### src/rtl/fetch_unit_if.sv
// Fetch-stage handshake bundle: redirect input, imem request/response, decode hand-off.
// master = fetch unit side, slave = memory/decode/execute side.
interface fetch_unit_if #(
  parameter int XLEN = 32
);
  logic            redirect_valid;
  logic [XLEN-1:0] redirect_pc;
  logic            imem_req_valid;
  logic            imem_req_ready;
  logic [XLEN-1:0] imem_req_addr;
  logic            imem_rsp_valid;
  logic [XLEN-1:0] imem_rsp_data;
  logic            inst_valid;
  logic            inst_ready;
  logic [XLEN-1:0] inst;
  logic [XLEN-1:0] inst_pc;
  logic [XLEN-1:0] inst_pc_plus4;
  logic [XLEN-1:0] pc;

  modport master (
    input  redirect_valid, redirect_pc, imem_req_ready, imem_rsp_valid, imem_rsp_data, inst_ready,
    output imem_req_valid, imem_req_addr, inst_valid, inst, inst_pc, inst_pc_plus4, pc
  );

  modport slave (
    output redirect_valid, redirect_pc, imem_req_ready, imem_rsp_valid, imem_rsp_data, inst_ready,
    input  imem_req_valid, imem_req_addr, inst_valid, inst, inst_pc, inst_pc_plus4, pc
  );
endinterface

### src/rtl/fetch_unit.sv
// Instruction fetch: one outstanding imem read, DEPTH-entry buffer to decode; a response is visible
// the cycle after rsp_valid; requests stall while the buffer is full; redirect flushes everything.
module fetch_unit #(
  parameter int              XLEN     = 32,
  parameter logic [XLEN-1:0] RESET_PC = '0,
  parameter int              DEPTH    = 2
) (
  input logic          clk,
  input logic          reset,
  fetch_unit_if.master bus
);
  localparam int PTR_W = (DEPTH > 1) ? $clog2(DEPTH) : 1;
  localparam int CNT_W = $clog2(DEPTH + 1);

  typedef enum logic [1:0] {
    S_REQ  = 2'd0,
    S_WAIT = 2'd1,
    S_DROP = 2'd2
  } state_e;

  state_e          state_q, state_d;
  logic [XLEN-1:0] pc_q, pc_d;
  logic [XLEN-1:0] req_pc_q, req_pc_d;
  logic [XLEN-1:0] fifo_inst_q [DEPTH];
  logic [XLEN-1:0] fifo_pc_q   [DEPTH];
  logic [PTR_W-1:0] wr_ptr_q, wr_ptr_d;
  logic [PTR_W-1:0] rd_ptr_q, rd_ptr_d;
  logic [CNT_W-1:0] count_q, count_d;

  logic req_vld;
  logic has_space;
  logic accept;
  logic push;
  logic pop;

  assign has_space = count_q < CNT_W'(DEPTH);
  assign accept    = req_vld & bus.imem_req_ready;
  // A redirect cancels both ends of the buffer in the same cycle.
  assign push      = (state_q == S_WAIT) & bus.imem_rsp_valid & ~bus.redirect_valid;
  assign pop       = (count_q != '0) & bus.inst_ready & ~bus.redirect_valid;

  always_ff @(posedge clk or negedge reset) begin
    if (!reset) begin
      state_q <= S_REQ;
    end else begin
      state_q <= state_d;
    end
  end

  always_comb begin
    state_d = state_q;
    case (state_q)
      S_REQ: begin
        if (accept) begin
          state_d = bus.redirect_valid ? S_DROP : S_WAIT;
        end
      end
      S_WAIT: begin
        if (bus.imem_rsp_valid) begin
          state_d = S_REQ;
        end else if (bus.redirect_valid) begin
          state_d = S_DROP;
        end
      end
      S_DROP: begin
        if (bus.imem_rsp_valid) begin
          state_d = S_REQ;
        end
      end
      default: state_d = S_REQ;
    endcase
  end

  always_comb begin
    req_vld = (state_q == S_REQ) & has_space;
  end

  always_comb begin
    pc_d     = pc_q;
    req_pc_d = req_pc_q;
    wr_ptr_d = wr_ptr_q;
    rd_ptr_d = rd_ptr_q;
    count_d  = count_q;
    if (accept) begin
      req_pc_d = pc_q;
      pc_d     = pc_q + XLEN'(4);
    end
    if (bus.redirect_valid) begin
      pc_d     = bus.redirect_pc;
      wr_ptr_d = '0;
      rd_ptr_d = '0;
      count_d  = '0;
    end else begin
      if (push) begin
        wr_ptr_d = wr_ptr_q + PTR_W'(1);
      end
      if (pop) begin
        rd_ptr_d = rd_ptr_q + PTR_W'(1);
      end
      if (push && !pop) begin
        count_d = count_q + CNT_W'(1);
      end else if (pop && !push) begin
        count_d = count_q - CNT_W'(1);
      end
    end
  end

  always_ff @(posedge clk or negedge reset) begin
    if (!reset) begin
      pc_q     <= RESET_PC;
      req_pc_q <= '0;
      wr_ptr_q <= '0;
      rd_ptr_q <= '0;
      count_q  <= '0;
      for (int i = 0; i < DEPTH; i++) begin
        fifo_inst_q[i] <= '0;
        fifo_pc_q[i]   <= '0;
      end
    end else begin
      pc_q     <= pc_d;
      req_pc_q <= req_pc_d;
      wr_ptr_q <= wr_ptr_d;
      rd_ptr_q <= rd_ptr_d;
      count_q  <= count_d;
      if (push) begin
        fifo_inst_q[wr_ptr_q] <= bus.imem_rsp_data;
        fifo_pc_q[wr_ptr_q]   <= req_pc_q;
      end
    end
  end

  assign bus.imem_req_valid = req_vld;
  assign bus.imem_req_addr  = pc_q;
  assign bus.pc             = pc_q;
  assign bus.inst_valid     = (count_q != '0);
  assign bus.inst           = fifo_inst_q[rd_ptr_q];
  assign bus.inst_pc        = fifo_pc_q[rd_ptr_q];
  assign bus.inst_pc_plus4  = fifo_pc_q[rd_ptr_q] + XLEN'(4);
endmodule

### src/flat_wrapper.sv
// flat-port wrapper written by rule: the top's interface ports become plain ports
module fetch_unit_flat 
#(
  parameter int              XLEN     = 32,
  parameter logic [XLEN-1:0] RESET_PC = '0,
  parameter int              DEPTH    = 2
)
  (clk, reset, bus_redirect_valid, bus_redirect_pc, bus_imem_req_ready, bus_imem_rsp_valid, bus_imem_rsp_data, bus_inst_ready, bus_imem_req_valid, bus_imem_req_addr, bus_inst_valid, bus_inst, bus_inst_pc, bus_inst_pc_plus4, bus_pc);
  fetch_unit_if #(.XLEN(XLEN)) bus_i ();
  input logic clk;
  input logic reset;
  input wire logic [$bits(bus_i.redirect_valid)-1:0] bus_redirect_valid;
  input wire logic [$bits(bus_i.redirect_pc)-1:0] bus_redirect_pc;
  input wire logic [$bits(bus_i.imem_req_ready)-1:0] bus_imem_req_ready;
  input wire logic [$bits(bus_i.imem_rsp_valid)-1:0] bus_imem_rsp_valid;
  input wire logic [$bits(bus_i.imem_rsp_data)-1:0] bus_imem_rsp_data;
  input wire logic [$bits(bus_i.inst_ready)-1:0] bus_inst_ready;
  output wire logic [$bits(bus_i.imem_req_valid)-1:0] bus_imem_req_valid;
  output wire logic [$bits(bus_i.imem_req_addr)-1:0] bus_imem_req_addr;
  output wire logic [$bits(bus_i.inst_valid)-1:0] bus_inst_valid;
  output wire logic [$bits(bus_i.inst)-1:0] bus_inst;
  output wire logic [$bits(bus_i.inst_pc)-1:0] bus_inst_pc;
  output wire logic [$bits(bus_i.inst_pc_plus4)-1:0] bus_inst_pc_plus4;
  output wire logic [$bits(bus_i.pc)-1:0] bus_pc;
  assign bus_i.redirect_valid = bus_redirect_valid;
  assign bus_i.redirect_pc = bus_redirect_pc;
  assign bus_i.imem_req_ready = bus_imem_req_ready;
  assign bus_i.imem_rsp_valid = bus_imem_rsp_valid;
  assign bus_i.imem_rsp_data = bus_imem_rsp_data;
  assign bus_i.inst_ready = bus_inst_ready;
  assign bus_imem_req_valid = bus_i.imem_req_valid;
  assign bus_imem_req_addr = bus_i.imem_req_addr;
  assign bus_inst_valid = bus_i.inst_valid;
  assign bus_inst = bus_i.inst;
  assign bus_inst_pc = bus_i.inst_pc;
  assign bus_inst_pc_plus4 = bus_i.inst_pc_plus4;
  assign bus_pc = bus_i.pc;
  fetch_unit #(.XLEN(XLEN), .RESET_PC(RESET_PC), .DEPTH(DEPTH)) u_core (.clk(clk), .reset(reset), .bus(bus_i));
endmodule
### config.mk
export PLATFORM = sky130hd
export DESIGN_NAME = fetch_unit_flat
export DESIGN_NICKNAME = d
export VERILOG_FILES = /design/src/rtl/fetch_unit_if.sv /design/src/rtl/fetch_unit.sv /design/src/flat_wrapper.sv
export SDC_FILE = /design/constraint.sdc
export NUM_CORES = 1
export LEC_CHECK = 0
export CAP_MARGIN = 20
export CORE_ASPECT_RATIO = 1.75
export CORE_MARGIN = 3
export CORE_UTILIZATION = 40
export DETAILED_ROUTE_END_ITERATION = 10
export GPL_ROUTABILITY_DRIVEN = 0
export PLACE_DENSITY = 0.76
export SLEW_MARGIN = 20
export SYNTH_ARGS = -nofsm -noshare
export SYNTH_HDL_FRONTEND = slang
export SYNTH_SLANG_ARGS = --single-unit
### constraint.sdc
create_clock -name clk -period 7.98 [get_ports clk]
set_input_delay 0.798 -clock clk [delete_from_list [all_inputs] [get_ports clk]]
set_output_delay 0.798 -clock clk [all_outputs]
set_load 0.01 [all_outputs]
==> results.md, run 1 <==
* Vias per cell at 5.17
* Worst path cell trace: buf_4, mux2_2, and2_1, and4_1, nor2b_1, xnor2_1, clkdlybuf4s50_1
* Period utilization at 58.4%
* Synth Cell Area at 9800 sq um
* Layout area overhead at 29.7%
* FF-to-FF setup slack at 5550 ps
* Top cells by area, synth: dfrtp_1 (51%), mux2_2 (21%), nand2_1 (5.9%), xnor2_1 (3.0%), buf_4 (2.7%)
* Worst reg2reg path endpoint: u_core.fifo_inst_q[34]
* Post-synth top area cell: dfrtp_1
* IO Count at 232
* Worst Path Max Fanout at 69
* Drt first pass iters at 4
* Worst-Skew Late Latency at 440 ps
* Mapped Nets at 934
* DIE AREA at 26500 sq um
* Most frequent cell after synthesis: dfrtp_1
* ANT nets after route at 0
* Synth async-reset ratio at 100%
* DR vias at 7052
* First-pass GRT wire length at 39200 um
* Synth top area share at 50.5%
* Yosys reg bits at 198
* Ant. Diodes at 0
* Crit path largest cell delay at 690 ps
* Overflow after GRT at 0
* CP endpoint kind: primary output
* Initial Util at 40.8%
* Tmin final at 4660 ps
* Syn avg cell area at 11.4 sq um
* Post-synth cell types at 51
* Setup crit start: u_core.rd_ptr_q
* DR DRC count at 0
* Pwr Density at 296 nW/um^2
* Slew @ Worst Pin at 959 ps
* Postcts setup bufs at 0
* Leak at 5.54 nW
* GRT Util Overall at 18.4%
* Clock tree sinks at 198
* Reg2Reg Depth at 5
* Nets at 1116
* Main synth FF type: dfrtp_1
* Clock Pin Slew Worst Setup and Hold Paths at 70 ps
* Dpl hpwl at 17200 um
* H-Tree Depth at 4
* Max_slew headroom at 36.1%
* Post-synth EDFFs at 0
* PortBufs at 231
* Routed WL per cell at 17.6 um
* Cts hold-fix bufs at 0
* Sequential fraction of the synthesis area at 50.5%
* Final setup fails at 0
* Clock Tree Buf Depth at 2
* Synth Instances at 862
* RSZ-0062 raised after global routing: false
* Critical Path AT at 3860 ps
* Clk root buf: clkbuf_16
* Final Hold Fails at 0
* Filler cells at 2164
* Core footprint at 24000 sq um
* Req. time, crit path at 7180 ps
* Final Max Tran Viols at 0
* CP max stage cell: buf_4
* Synth warn at 0
* Post-CTS resize count at 0
* Die Span X at 124 um
* Max_cap viols at 0
* Share of cells above drive strength 1 at 23.3%
* Outcome: finished clean
* Num CTS Buffers at 17
* Max Fclk at 0.215 GHz
* Peak supply drop at 135 uV
* Setup TNS at 0 ps
* Antenna violations before repair at 0
* Top post-synthesis cells by count: dfrtp_1 (198), mux2_2 (185), nand2_1 (154)
* Initial drt markers at 272
* CP Class: reg -> out
* Final wirelength at 24000 um
* Worst reg2reg startpoint: u_core.state_q[0]
* Number of global-route vias before repair at 7305
* Final worst setup slack at 3320 ps
* CTS tree: built
* Largest net degree at the start of global routing at 123
* Num rows at 75
* Setup Skew at 10.8 ps
* Pre-CTS setup slack at 3740 ps
* Startpoint Class: register
* Die height at 213 um
* Worst Hold Class: in -> async
## cells by family (layout without fill, tap and decap cells)
group                    after synthesis  in the layout  share of synthesized area, %
flip-flops                           198            198                          50.5
AND/OR/NAND/NOR                      275            275                          14.1
XOR/XNOR                              57             57                          5.09
AO/OA/AOI/OAI                         57             57                          3.38
buffers and inverters                 83            278                          4.88
adder cells (fa/ha/maj)                2              2                         0.255
multiplexers                         190            190                          21.8
## worst max-delay path by stage
stage	to	slack [ps]	cells past startpoint
3_5_place_dp	bus_inst_pc_plus4[18]	3740	7
5_1_grt	bus_inst_pc_plus4[31]	3040	7
4_1_cts	bus_inst_pc_plus4[18]	3250	7
6_report	bus_inst_pc_plus4[18]	3320	7
3_3_place_gp	bus_inst_pc_plus4[30]	3770	7
2_1_floorplan	bus_inst_pc_plus4[18]	4210	13
## cell usage in the layout (no fill, tap or decap), drive strengths merged, types with 2 or more instances in the layout
cell type / n
or4: 2
a21oi: 7
nand2b: 6
xnor2: 34
nand3b: 6
xor2: 23
o21ai: 40
nor4: 7
nand4: 18
nand3: 26
ha: 2
nor2b: 8
dfrtp: 198
nand4b: 2
and3: 7
clkbuf: 18
and4: 5
nor3: 12
buf: 8
clkinv: 4
a22oi: 4
nor2: 15
mux2i: 5
and2: 2
nand2: 154
mux2: 185
inv: 17
clkdlybuf4s50: 229
## state kept, by name (all words and copies together), names as in the netlist
signal,count
u_core.wr_ptr_q,1
u_core.state_q,2
u_core.fifo_pc_q,64
u_core.fifo_inst_q,64
u_core.bus.imem_req_addr,32
u_core.count_q,2
u_core.rd_ptr_q,1
u_core.req_pc_q,32
## worst max-delay path: cells and delay by family (launching register included)
family                    cells  cell delay (ps)
buffers and inverters         2             1250
and+or+nand+nor               3             1050
DFF                           1              630
muxes                         1              340
xor gates and xnor gates      1              140
## layout make-up
class	count	area [sq um]	area share, %
clock buffers	17	425	3.35
flip-flops and latches	198	4960	39.0
well taps	308	385	3.03
inverters	8	30.0	0.236
repair buffers	238	2370	18.6
clock inverters	15	158	1.24
multi-input cells	581	4390	34.5
## per-layer routing
layer	routed length, um	global-route usage, %	share of wire, %	vias up
met3	671	2.65	2.8	45
met1	9380	20.9	39	3499
met4	821	8.29	3.4	0
met5	0	0	0	-
met2	13200	34.3	55	190
li1	-	-	-	3318
## where the power goes
part / leakage (nW) / total, mW / switching, mW / internal, mW
Combinational: 2.71 / 1.43 / 0.588 / 0.846
Clock: 0.287 / 0.856 / 0.411 / 0.445
Sequential: 2.55 / 1.48 / 0.207 / 1.27
Total: 5.54 / 3.77 / 1.21 / 2.56
## stage by stage
step           hold WS, ps  util (%)  cells  power (mW)  area (sq um)
3_5_place_dp           487      50.5   1333        2.95         12100
6_report               488      52.9   1365        3.77         12700
3_3_place_gp           476      50.5   1333        2.92         12100
4_1_cts                504      52.9   1365        3.81         12700
2_1_floorplan          459         -    862        2.17          9800
5_1_grt                520      52.9   1365        3.98         12700
Power figures use the tool's default switching activity.
==> run 2, diff against run 1 <==
Clock period 7.98 ns to 4.8 ns, I/O delays scaled along.
==> run 2 against run 1 <==
Effect of this change:
- power grew 70%
- routed wire length increased by 1.2%
- first-iteration DRC count grew 24%
- sequential share of layout area down 0.23 points
- highest routed layer unchanged
- sequential cell count stayed put
- clock power rose by 80%
==> results.md, run 2 (synthesized netlist as in run 1, its figures left out) <==
* GRT Util Overall at 18.2%
* Dpl hpwl at 17600 um
* Die Span X at 124 um
* Multi-input logic area at 4390 sq um
* Tmin final at 4070 ps
* Final Max Tran Viols at 0
* PortBufs at 231
* Initial Util at 40.8%
* Crit path largest cell delay at 640 ps
* CTS tree: built
* H-Tree Depth at 4
* Ant. Diodes at 0
* CP max stage cell: dfrtp_4
* Final Hold Fails at 0
* Share of cells above drive strength 1 at 23.3%
* Initial drt markers at 336
* CP Class: reg -> out
* Final setup fails at 0
* DR vias at 7062
* Biggest regs: u_core.fifo_inst_q x64, u_core.fifo_pc_q x64
* Max_slew headroom at 35.4%
* Worst-Skew Late Latency at 430 ps
* Setup crit start: u_core.rd_ptr_q
* Worst reg2reg startpoint: u_core.state_q[0]
* Most frequent cells in the layout: clkdlybuf4s50_1 (229), dfrtp_1 (197), mux2_2 (185)
* IO Count at 232
* DIE AREA at 26500 sq um
* Post-CTS resize count at 0
* Largest net degree at the start of global routing at 121
* Period utilization at 84.9%
* Commonest non-fill, non-tap cell in the layout: clkdlybuf4s50_1
* Worst reg2reg path endpoint: u_core.fifo_inst_q[2]
* Postcts setup bufs at 0
* Max Fclk at 0.246 GHz
* Num CTS Buffers at 17
* Req. time, crit path at 4320 ps
* Worst path cell trace: mux2_2, ha_1, a21boi_1, and4_1, nor2b_1, xnor2_1, clkdlybuf4s50_1
* Overflow after GRT at 0
* Vias per cell at 5.17
* Setup Skew at 9.30 ps
* Crit path buffers/inverters at 1
* Outcome: finished clean
* Layout area overhead at 30.4%
* Hold_ws at 195 ps
* Clock Tree Buf Depth at 2
* Filler cells at 2170
* FF-to-FF setup slack at 2040 ps
* Die height at 213 um
* Final wirelength at 24300 um
* Worst Hold Class: in -> async
* Core footprint at 24000 sq um
* Reg2Reg Depth at 6
* Startpoint Class: register
* DR DRC count at 0
* Pwr Density at 500 nW/um^2
* ANT nets after route at 0
* Setup TNS at 0 ps
* Slew @ Worst Pin at 969 ps
* Peak supply drop at 203 uV
* Clock tree sinks at 198
* Drt first pass iters at 4
* Antenna violations before repair at 0
* Routed WL per cell at 17.8 um
* First-pass GRT wire length at 38500 um
* Worst Path Max Fanout at 30
* RSZ-0062 raised after global routing: false
* Leak at 5.58 nW
* Register area at 4960 sq um
* Max_cap viols at 0
* Top delay family on crit path: simple AND/OR/NAND/NOR gates
* Clk root buf: clkbuf_16
* Number of global-route vias before repair at 7220
* Critical Path AT at 3590 ps
* CP endpoint kind: primary output
* Nets at 1117
* Cts hold-fix bufs at 0
* Clock Pin Slew Worst Setup and Hold Paths at 70 ps
* Num rows at 75
## run 2: layout make-up
type	count	area share (%)
Clock inverter	13	1.48
Timing Repair Buffer	239	18.6
Inverter	8	0.235
Multi-Input combinational cell	581	34.3
Clock buffer	19	3.54
Sequential cell	198	38.8
Tap cell	308	3.01
## run 2: worst max-delay path by stage
| stage | to | slack (ps) | depth (start not counted) |
|---|---|---|---|
| after CTS | bus_inst_pc_plus4[18] | 690 | 7 |
| after detailed placement | bus_inst_pc_plus4[18] | 1170 | 7 |
| after global placement | bus_inst_pc_plus4[28] | 1260 | 7 |
| after global routing | bus_inst_pc_plus4[16] | 530 | 8 |
| final | bus_inst_pc_plus4[18] | 730 | 7 |
| after floorplan | bus_inst_pc_plus4[18] | 1350 | 13 |
## run 2: per-layer routing
| metal | vias up | share of wire [%] | global-route usage, % |
|---|---|---|---|
| met5 | - | 0 | 0 |
| li1 | 3316 | - | - |
| met4 | 0 | 4.6 | 10.2 |
| met2 | 213 | 53 | 32.6 |
| met3 | 64 | 3.4 | 2.83 |
| met1 | 3469 | 39 | 20.8 |
## run 2: per-stage QoR
| step | instance area (sq um) | power [mW] | std cells | worst slack [ps] | util [%] |
|---|---|---|---|---|---|
| floorplan | 9800 | 3.61 | 862 | 1350 | - |
| global placement | 12100 | 4.85 | 1334 | 1260 | 50.5 |
| detailed placement | 12100 | 4.91 | 1334 | 1170 | 50.5 |
| CTS | 12800 | 6.47 | 1366 | 690 | 53.2 |
| global route | 12800 | 6.73 | 1366 | 530 | 53.2 |
| finish | 12800 | 6.39 | 1366 | 727 | 53.2 |
## run 2: power breakdown
part	total, mW	switching (mW)	internal [mW]	leakage [nW]
sequential	2.46	0.351	2.11	2.55
combinational	2.39	0.984	1.41	2.72
clock	1.54	0.629	0.907	0.311
total	6.39	1.96	4.43	5.58
